`src/rtl/regfile_pkg.sv`:
```
// Shared definitions for the register-file sequencer.
// Contents: opcode constants, rf_dst write-command codes, instruction
// field positions, the sequencer FSM state type and a decode helper.
package regfile_pkg;

  // Opcodes (instr[15:12]); 4..15 are illegal
  localparam logic [3:0] OP_ALU  = 4'd0;
  localparam logic [3:0] OP_MUL  = 4'd1;
  localparam logic [3:0] OP_SWAP = 4'd2;
  localparam logic [3:0] OP_NOP  = 4'd3;

  // rf_dst write commands
  localparam logic [1:0] DST_NONE  = 2'b00;  // no write
  localparam logic [1:0] DST_W1    = 2'b01;  // w1 -> R[add1]
  localparam logic [1:0] DST_W12   = 2'b10;  // w1 -> R[add1], w2 -> R[add2]
  localparam logic [1:0] DST_W1_15 = 2'b11;  // w1 -> R[add1], w15 -> R15

  // Instruction field slice positions
  localparam int INSTR_W = 16;
  localparam int OPC_MSB = 15;
  localparam int OPC_LSB = 12;
  localparam int RA_MSB  = 11;
  localparam int RA_LSB  = 8;
  localparam int RB_MSB  = 7;
  localparam int RB_LSB  = 4;
  localparam int FN_MSB  = 3;
  localparam int FN_LSB  = 0;

  typedef enum logic [1:0] {
    ST_IDLE = 2'd0,
    ST_READ = 2'd1,
    ST_EXEC = 2'd2,
    ST_WB   = 2'd3
  } state_t;

  // True for opcodes that launch the ALU
  function automatic logic uses_alu(input logic [3:0] opc);
    return (opc == OP_ALU) || (opc == OP_MUL);
  endfunction

endpackage

```
`src/rtl/regfile_seq_timeout.sv`:
```
// EXEC-phase cycle counter for the register-file sequencer.
// Ports:
//   clk      - clock, rising edge
//   rst_n    - asynchronous active-low reset
//   restart  - reload the counter to 1 (held while not executing)
//   en       - count one more EXEC cycle
//   expired  - counter has reached TIMEOUT
// The counter reads 1 during the first EXEC cycle, 2 during the second,
// and so on; it saturates at TIMEOUT.
module regfile_seq_timeout #(
  parameter int TIMEOUT = 15
) (
  input  logic clk,
  input  logic rst_n,
  input  logic restart,
  input  logic en,
  output logic expired
);

  localparam int CNT_W = (TIMEOUT < 2) ? 1 : $clog2(TIMEOUT + 1);

  logic [CNT_W-1:0] cnt_r;
  logic             expired_s;

  // Terminal-count compare
  always_comb begin
    expired_s = (cnt_r == CNT_W'(TIMEOUT));
  end

  assign expired = expired_s;

  // EXEC cycle counter: reload to 1 outside EXEC, saturating increment inside
  always_ff @(posedge clk or negedge rst_n) begin
    if (!rst_n) begin
      cnt_r <= CNT_W'(1);
    end else if (restart) begin
      cnt_r <= CNT_W'(1);
    end else if (en && !expired_s) begin
      cnt_r <= cnt_r + CNT_W'(1);
    end else begin
      cnt_r <= cnt_r;
    end
  end

endmodule

```
`src/rtl/regfile_seq_ctrl.sv`:
```
// Multi-cycle sequencer between the instruction source and the 16x16
// register file plus ALU. One instruction per valid/ready handshake:
// IDLE (accept, drive read addresses) -> READ (capture operands) ->
// EXEC (ALU/MUL only, wait for alu_done or timeout) -> WB (one write
// command, done/err pulse) -> IDLE. Every output is registered.
// Ports:
//   CLOCK, CLEAR            - clock / asynchronous active-low reset
//   instr, instr_valid      - instruction input, handshake with instr_ready
//   rf_add1/2, rf_dat1/2    - register-file addresses and read data
//   rf_w1/w2/w15, rf_dst    - write data and write command
//   alu_a/b/func/mul/start  - ALU launch; alu_res/res_hi/done - ALU result
//   done, err, busy         - completion pulse, error pulse, not-idle flag
module regfile_seq_ctrl
  import regfile_pkg::*;
#(
  parameter int DATA_W      = 16,
  parameter int ADDR_W      = 4,
  parameter int ALU_TIMEOUT = 15
) (
  input  logic              CLOCK,
  input  logic              CLEAR,
  input  logic [15:0]       instr,
  input  logic              instr_valid,
  output logic              instr_ready,
  output logic [ADDR_W-1:0] rf_add1,
  output logic [ADDR_W-1:0] rf_add2,
  input  logic [DATA_W-1:0] rf_dat1,
  input  logic [DATA_W-1:0] rf_dat2,
  output logic [DATA_W-1:0] rf_w1,
  output logic [DATA_W-1:0] rf_w2,
  output logic [DATA_W-1:0] rf_w15,
  output logic [1:0]        rf_dst,
  output logic [DATA_W-1:0] alu_a,
  output logic [DATA_W-1:0] alu_b,
  output logic [3:0]        alu_func,
  output logic              alu_mul,
  output logic              alu_start,
  input  logic [DATA_W-1:0] alu_res,
  input  logic [DATA_W-1:0] alu_res_hi,
  input  logic              alu_done,
  output logic              done,
  output logic              err,
  output logic              busy
);

  state_t state_r, state_s;
  logic [3:0]        opc_r, opc_s;
  logic [3:0]        func_r, func_s;
  logic              instr_ready_r, instr_ready_s;
  logic [ADDR_W-1:0] rf_add1_r, rf_add1_s;
  logic [ADDR_W-1:0] rf_add2_r, rf_add2_s;
  logic [DATA_W-1:0] rf_w1_r, rf_w1_s;
  logic [DATA_W-1:0] rf_w2_r, rf_w2_s;
  logic [DATA_W-1:0] rf_w15_r, rf_w15_s;
  logic [1:0]        rf_dst_r, rf_dst_s;
  logic [DATA_W-1:0] alu_a_r, alu_a_s;
  logic [DATA_W-1:0] alu_b_r, alu_b_s;
  logic [3:0]        alu_func_r, alu_func_s;
  logic              alu_mul_r, alu_mul_s;
  logic              alu_start_r, alu_start_s;
  logic              done_r, done_s;
  logic              err_r, err_s;
  logic              busy_r, busy_s;
  logic              tmo_expired_s;

  regfile_seq_timeout #(
    .TIMEOUT (ALU_TIMEOUT)
  ) u_timeout (
    .clk     (CLOCK),
    .rst_n   (CLEAR),
    .restart (state_r != ST_EXEC),
    .en      (state_r == ST_EXEC),
    .expired (tmo_expired_s)
  );

  // Next-state and next-output logic; pulses default low, data holds
  always_comb begin
    state_s     = state_r;
    opc_s       = opc_r;
    func_s      = func_r;
    rf_add1_s   = rf_add1_r;
    rf_add2_s   = rf_add2_r;
    rf_w1_s     = rf_w1_r;
    rf_w2_s     = rf_w2_r;
    rf_w15_s    = rf_w15_r;
    rf_dst_s    = DST_NONE;
    alu_a_s     = alu_a_r;
    alu_b_s     = alu_b_r;
    alu_func_s  = alu_func_r;
    alu_mul_s   = alu_mul_r;
    alu_start_s = 1'b0;
    done_s      = 1'b0;
    err_s       = 1'b0;

    case (state_r)
      ST_IDLE: begin
        if (instr_valid) begin
          opc_s     = instr[OPC_MSB:OPC_LSB];
          func_s    = instr[FN_MSB:FN_LSB];
          rf_add1_s = instr[RA_MSB:RA_LSB];
          rf_add2_s = instr[RB_MSB:RB_LSB];
          state_s   = ST_READ;
        end else begin
          state_s   = ST_IDLE;
        end
      end

      ST_READ: begin
        alu_a_s = rf_dat1;
        alu_b_s = rf_dat2;
        if (uses_alu(opc_r)) begin
          // alu_start is registered, so it is high in the first EXEC cycle
          alu_func_s  = func_r;
          alu_mul_s   = (opc_r == OP_MUL);
          alu_start_s = 1'b1;
          state_s     = ST_EXEC;
        end else begin
          done_s  = 1'b1;
          state_s = ST_WB;
          case (opc_r)
            OP_SWAP: begin
              rf_w1_s  = rf_dat2;
              rf_w2_s  = rf_dat1;
              rf_dst_s = DST_W12;
            end
            OP_NOP: begin
              rf_dst_s = DST_NONE;
            end
            default: begin
              err_s = 1'b1;
            end
          endcase
        end
      end

      ST_EXEC: begin
        if (alu_done) begin
          rf_w1_s = alu_res;
          done_s  = 1'b1;
          state_s = ST_WB;
          if (opc_r == OP_MUL) begin
            rf_w15_s = alu_res_hi;
            rf_dst_s = DST_W1_15;
          end else begin
            rf_dst_s = DST_W1;
          end
        end else if (tmo_expired_s) begin
          // abandon the instruction: no write, flag the error
          done_s  = 1'b1;
          err_s   = 1'b1;
          state_s = ST_WB;
        end else begin
          state_s = ST_EXEC;
        end
      end

      ST_WB: begin
        state_s = ST_IDLE;
      end

      default: begin
        state_s = ST_IDLE;
      end
    endcase

    instr_ready_s = (state_s == ST_IDLE);
    busy_s        = (state_s != ST_IDLE);
  end

  // State and registered outputs
  always_ff @(posedge CLOCK or negedge CLEAR) begin
    if (!CLEAR) begin
      state_r       <= ST_IDLE;
      opc_r         <= 4'd0;
      func_r        <= 4'd0;
      instr_ready_r <= 1'b1;
      rf_add1_r     <= '0;
      rf_add2_r     <= '0;
      rf_w1_r       <= '0;
      rf_w2_r       <= '0;
      rf_w15_r      <= '0;
      rf_dst_r      <= DST_NONE;
      alu_a_r       <= '0;
      alu_b_r       <= '0;
      alu_func_r    <= 4'd0;
      alu_mul_r     <= 1'b0;
      alu_start_r   <= 1'b0;
      done_r        <= 1'b0;
      err_r         <= 1'b0;
      busy_r        <= 1'b0;
    end else begin
      state_r       <= state_s;
      opc_r         <= opc_s;
      func_r        <= func_s;
      instr_ready_r <= instr_ready_s;
      rf_add1_r     <= rf_add1_s;
      rf_add2_r     <= rf_add2_s;
      rf_w1_r       <= rf_w1_s;
      rf_w2_r       <= rf_w2_s;
      rf_w15_r      <= rf_w15_s;
      rf_dst_r      <= rf_dst_s;
      alu_a_r       <= alu_a_s;
      alu_b_r       <= alu_b_s;
      alu_func_r    <= alu_func_s;
      alu_mul_r     <= alu_mul_s;
      alu_start_r   <= alu_start_s;
      done_r        <= done_s;
      err_r         <= err_s;
      busy_r        <= busy_s;
    end
  end

  assign instr_ready = instr_ready_r;
  assign rf_add1     = rf_add1_r;
  assign rf_add2     = rf_add2_r;
  assign rf_w1       = rf_w1_r;
  assign rf_w2       = rf_w2_r;
  assign rf_w15      = rf_w15_r;
  assign rf_dst      = rf_dst_r;
  assign alu_a       = alu_a_r;
  assign alu_b       = alu_b_r;
  assign alu_func    = alu_func_r;
  assign alu_mul     = alu_mul_r;
  assign alu_start   = alu_start_r;
  assign done        = done_r;
  assign err         = err_r;
  assign busy        = busy_r;

endmodule

```
`config.mk`:
```
export PLATFORM = sky130hd
export DESIGN_NAME = regfile_seq_ctrl
export DESIGN_NICKNAME = d
export VERILOG_FILES = /design/src/rtl/regfile_pkg.sv /design/src/rtl/regfile_seq_timeout.sv /design/src/rtl/regfile_seq_ctrl.sv
export SDC_FILE = /design/constraint.sdc
export NUM_CORES = 1
export LEC_CHECK = 0
export CAP_MARGIN = 5
export CORE_MARGIN = 1.5
export CORE_UTILIZATION = 47
export DETAILED_ROUTE_END_ITERATION = 10
export PLACE_DENSITY = 0.85
export SLEW_MARGIN = 25
export SYNTH_ARGS = -nofsm -noshare
export SYNTH_HDL_FRONTEND = slang
export SYNTH_SLANG_ARGS = --single-unit
export TNS_END_PERCENT = 100
```
`constraint.sdc`:
```
create_clock -name CLOCK -period 3.55 [get_ports CLOCK]
set_input_delay 0.355 -clock CLOCK [delete_from_list [all_inputs] [get_ports CLOCK]]
set_output_delay 0.355 -clock CLOCK [all_outputs]
set_load 0.05 [all_outputs]
```
# After elaboration in Yosys (flattened, before gate mapping)
# Cells that the tools add are included.
dict set report word_totals {
  reg_bits 114
  inputBits 84
  out_inout_bits 100
  wordCells 73
}
dict set report op_classes {
  n_addsub 1
  eq_ne 11
  muxes 26
  bitwise 1
  n_reduce_logical 15
}
# operator n
set op_table {}
lappend op_table {{$mux 16} 3}
lappend op_table {{$pmux 16 s2} 1}
lappend op_table {{$mux 1} 12}
lappend op_table {{$eq 4x2->1 const B} 2}
lappend op_table {{$mux 2} 4}
lappend op_table {{$mux 4} 2}
lappend op_table {{$ne 2x2->1 const B} 4}
lappend op_table {{$pmux 2 s4} 1}
lappend op_table {{$reduce_and 3->1} 2}
lappend op_table {{$reduce_bool 2->1} 3}
lappend op_table {{$add 4x1->4 const B} 1}
lappend op_table {{$eq 2x2->1 const B} 2}
lappend op_table {{$eq 4x1->1 const B} 1}
lappend op_table {{$eq 4x4->1 const B} 1}
lappend op_table {{$logic_not 2->1} 2}
lappend op_table {{$logic_not 4->1} 1}
lappend op_table {{$pmux 1 s2} 2}
lappend op_table {{$pmux 2 s2} 1}
lappend op_table {{$reduce_and 2->1} 2}
lappend op_table {{$reduce_and 4->1} 1}
lappend op_table {{$eq 2x1->1 const B} 1}
lappend op_table {{$reduce_or 2->1} 1}
lappend op_table {{$logic_and 1x1->1} 1}
lappend op_table {{$logic_not 1->1} 1}
lappend op_table {{other kinds (2)} 2}

# Logic depth before layout (Yosys ltp)
dict set report depth {
  word_depth 5
  mapped_depth 7
  mapped_depth_nobuf 5
}

# By module
# Synthesis repeated with hierarchy kept, for this count alone.
dict set report unflattened {
  hier_cells 290
  hier_area_um2 4683.2
}
# mod instances cells_per_inst area_each_um2 seq_area_each_um2
set modules_own_cells {}
lappend modules_own_cells {regfile_seq_ctrl 1 270 4458.0 2753.9}
lappend modules_own_cells {regfile_seq_timeout 1 20 225.2 101.3}

# Worst setup path after synthesis
# OpenSTA, ideal clock, no wires.
dict set report synth_timing {
  path_type {register to register}
  start {reg state_r[0]}
  end {reg rf_w15_r[10], in the netlist rf_w15[10]}
  setup_time_ns 0.125
  t_arrival_ns 1.642
  required_ns 3.425
  setup_slack_ns 1.783
  path_stages_with_launch 8
  n_path_buf 2
  period_less_slack_ns 1.767
  path_cell_list {dfrtp_1 -> inv_1 -> ha_1 -> and2_4 -> and3_1 -> buf_4 -> buf_12 -> mux2_4}
}
dict set report synth_via {
  elab_chain_len 2
}
# item line_no
set synth_rtl {}
lappend synth_rtl {{start: declaration} regfile_seq_ctrl.sv:46} ;# state_t state_r, state_s;
lappend synth_rtl {{start signal: assignment} regfile_seq_ctrl.sv:192} ;# state_r <= state_s;
lappend synth_rtl {{$eq 2x2->1} regfile_seq_ctrl.sv:95} ;# case (state_r)
lappend synth_rtl {{$reduce_and 3->1 (no line)} --}
lappend synth_rtl {{end signal: assignment} regfile_seq_ctrl.sv:200} ;# rf_w15_r <= rf_w15_s;
lappend synth_rtl {{end: declaration} regfile_seq_ctrl.sv:54} ;# logic [DATA_W-1:0] rf_w15_r, rf_w15_s;
# Every way passes these cells.
# A chain may end at the register's enable or synchronous reset.

# Worst setup path after layout
dict set report layout_timing {
  start {reg state_r[0]}
  end {reg rf_w15_r[1], in the netlist rf_w15[1]}
}
# The elaborated chain is that of the path after synthesis.

==> results.cfg <==
[timing]
slew_violations = 0
fin_crit_ns = 2.34
hold_violations = 0
relSlewSlack_pct = 39.4
rsz0062_at_grt = false
skew_ns = 0.00701
layout_setup_ws_ns = 1.21
period_share_pct = 66.0
fin_setup_tns_ns = 0
max_clock_freq_mhz = 427
setup_viol = 0
tightest_slew_ns = 0.909

[placement]
dp_hpwl_um = 8080
dp_slack_ns = 1.16
place_congestion = 0.799
portBuffers = 183

[power_and_ir_drop]
power_density_nw_per_um2 = 1170
switching_share_pct = 43.8
p_total_mw = 8.48
cell_internal_pwr_mw = 4.77
power_leakage_nw = 3.18
peakVddDrop_mv = 0.648
power_frac_seq_pct = 27.0
p_clk_share_pct = 19.8
p_comb_share_pct = 53.2
p_switching_mw = 3.72

[worst_setup_path]
critPathRequiredTime_ns = 3.93
start_kind = register
critical_path_arrival_ns = 2.72
critPathMaxFanout = 17
end_kind = register
setup.worst_path.class = register to register

[synth]
postSynthCellCount = 328
syn-num-nets = 417
synth_most_common_cell = dfrtp_1
synth_area_leaders = dfrtp_1 (59%), mux2_2 (16%), mux2_4 (6.0%)
synth_top_cell_by_area = dfrtp_1
yosys.area.top_type_share_pct = 58.6
synth_area_sq_um = 4780
synth_cell_type_count = 41
yosys_warnings = 0
synthTopCellsByCount = dfrtp_1 (112), mux2_2 (66), inv_1 (36)
avgSynthCellArea_sq_um = 14.6
synth_seq_area_share_pct = 59.7
synth-seq-cells = 114
synth_edf_count = 0
ys.flop_type = dfrtp_1
async_flop_share_pct = 100

[drt]
drtPass1Iterations = 4
drc = 0
via_count = 3391
first_iter_violations = 123
final_antenna_net_count = 0
routedWlPerCell_um = 17.3
finalWirelength_um = 11400
vias_per_cell = 5.13

[global_route]
grt_max_degree = 48
grt_overflow = 0
antenna_found_initial = 0
grt_pass1_vias = 3529
grt_pass1_wl_um = 18300
grtUsageTotal_pct = 21.6

[clock_network]
worstSkewPairLatency_ns = 0.49
clockRootBuffer = clkbuf_8
cts_tree = built
clock_sinks = 114
clock_path_buffers = 2
post_cts_resized = 0
htree_levels = 4
cts.clk_slew.worst_paths_ns = 0.06
cts_buffers = 17

[layout]
drive_gt1_share_pct = 25.4
final_net_count = 605
diodes = 0
fillCellCount = 674
syn_to_final_growth_pct = 52.2

[floorplanning]
die_h_um = 104
core.rowCount = 36
floorplan.initialDensity_pct = 48.7
dieArea_sq_um = 10800
die_x_um = 104
io_pins = 184
core_area_sq_um = 9820

[status]
run_status = completed

[hold_path]
hp-class = primary input to asynchronous set/reset pin

[flow_run]
max_cap_violations = 0
==> sequential cells by signal, indices dropped and copies added, names as in the netlist, 16 cells and up <==
signal and cells:
alu_b 16, alu_a 16, rf_w2 16, rf_w1 16, rf_w15 16
==> power by group through the flow <==
stage,clock network (mW),registers (mW),logic (mW)
after detailed placement,0,2.30,4.53
final,1.68,2.29,4.52
after floorplan,0,4.17,1.16
after global placement,0,2.27,4.45
after CTS,1.71,2.30,4.55
after global routing,1.76,2.37,4.69
==> per-stage QoR <==
step           hold slack, ns  utilization [%]  cell area, sq um  std cells
2_1_floorplan          0.0594                -              4780        328
4_1_cts                 0.400             74.1              7280        661
6_report                0.400             74.1              7280        661
3_5_place_dp            0.387             68.0              6680        629
5_1_grt                 0.422             74.1              7280        661
3_3_place_gp            0.383             68.0              6680        629
==> area by class of cell <==
type | instances | area (sq um) | share of cell area [%]
Multi-Input combinational cell | 158 | 1660 | 22.8
Clock buffer | 21 | 459 | 6.31
Timing Repair Buffer | 188 | 1870 | 25.7
Clock inverter | 10 | 133 | 1.82
Inverter | 37 | 139 | 1.91
Sequential cell | 114 | 2860 | 39.2
Tap cell | 133 | 166 | 2.29
==> final timing paths <==
path	slack (ns)	depth (start not counted)	startpoint	to
max reg2reg	1.21	5	state_r[0]	rf_w15[1]
min	0.40	2	CLEAR	rf_w2[8]
min in group CLOCK	0.43	3	alu_res[0]	rf_w1[0]
max in group asynchronous	2.24	3	CLEAR	u_timeout.cnt_r[0]
min reg2reg	0.50	1	func_r[3]	func_r[3]
max	1.21	5	state_r[0]	rf_w15[1]
==> cell usage in the layout (no fill, tap or decap), drive strengths merged, types with 3 or more instances in the layout <==
| cell | n |
|---|---|
| clkdlybuf4s50 | 182 |
| dfrtp | 112 |
| mux2 | 85 |
| inv | 37 |
| clkbuf | 21 |
| a221oi | 17 |
| a311oi | 16 |
| buf | 5 |
| nand2 | 5 |
| ha | 5 |
| clkinv | 4 |
| o21ai | 3 |
| bufinv | 3 |
| clkinvlp | 3 |
| and2 | 3 |
| nor2 | 3 |
==> cells by family after synthesis <==
group | synth area share, %
multiplexers | 21.7
flip-flops | 59.7
AO/OA/AOI/OAI | 8.08
adder cells (fa/ha/maj) | 1.31
AND/OR/NAND/NOR | 3.14
XOR/XNOR | 0.183
buffers and inverters | 5.86
==> metal layers <==
layer | routed length (um) | GRT usage, % | vias to the layer above
li1 | - | - | 1548
met4 | 209 | 8.13 | 0
met5 | 0 | 0 | -
met1 | 4610 | 25.8 | 1689
met2 | 5900 | 36.9 | 141
met3 | 691 | 6.33 | 13
==> critical path, cell delays in order, from the launching register on <==
cell	delay, ns
dfrtp_1	0.39
inv_1	0.12
ha_1	0.33
and2_4	0.21
and3_1	0.76
mux2_2	0.41
==> what timing repair did <==
action / 4_1_cts / 5_1_grt
setup endpoints to repair: 0 / 0
setup buffers: 0 / 0
hold buffers: 1 / 0
hold endpoints to repair: 44 / 0
(Power assumes the default switching activity.)
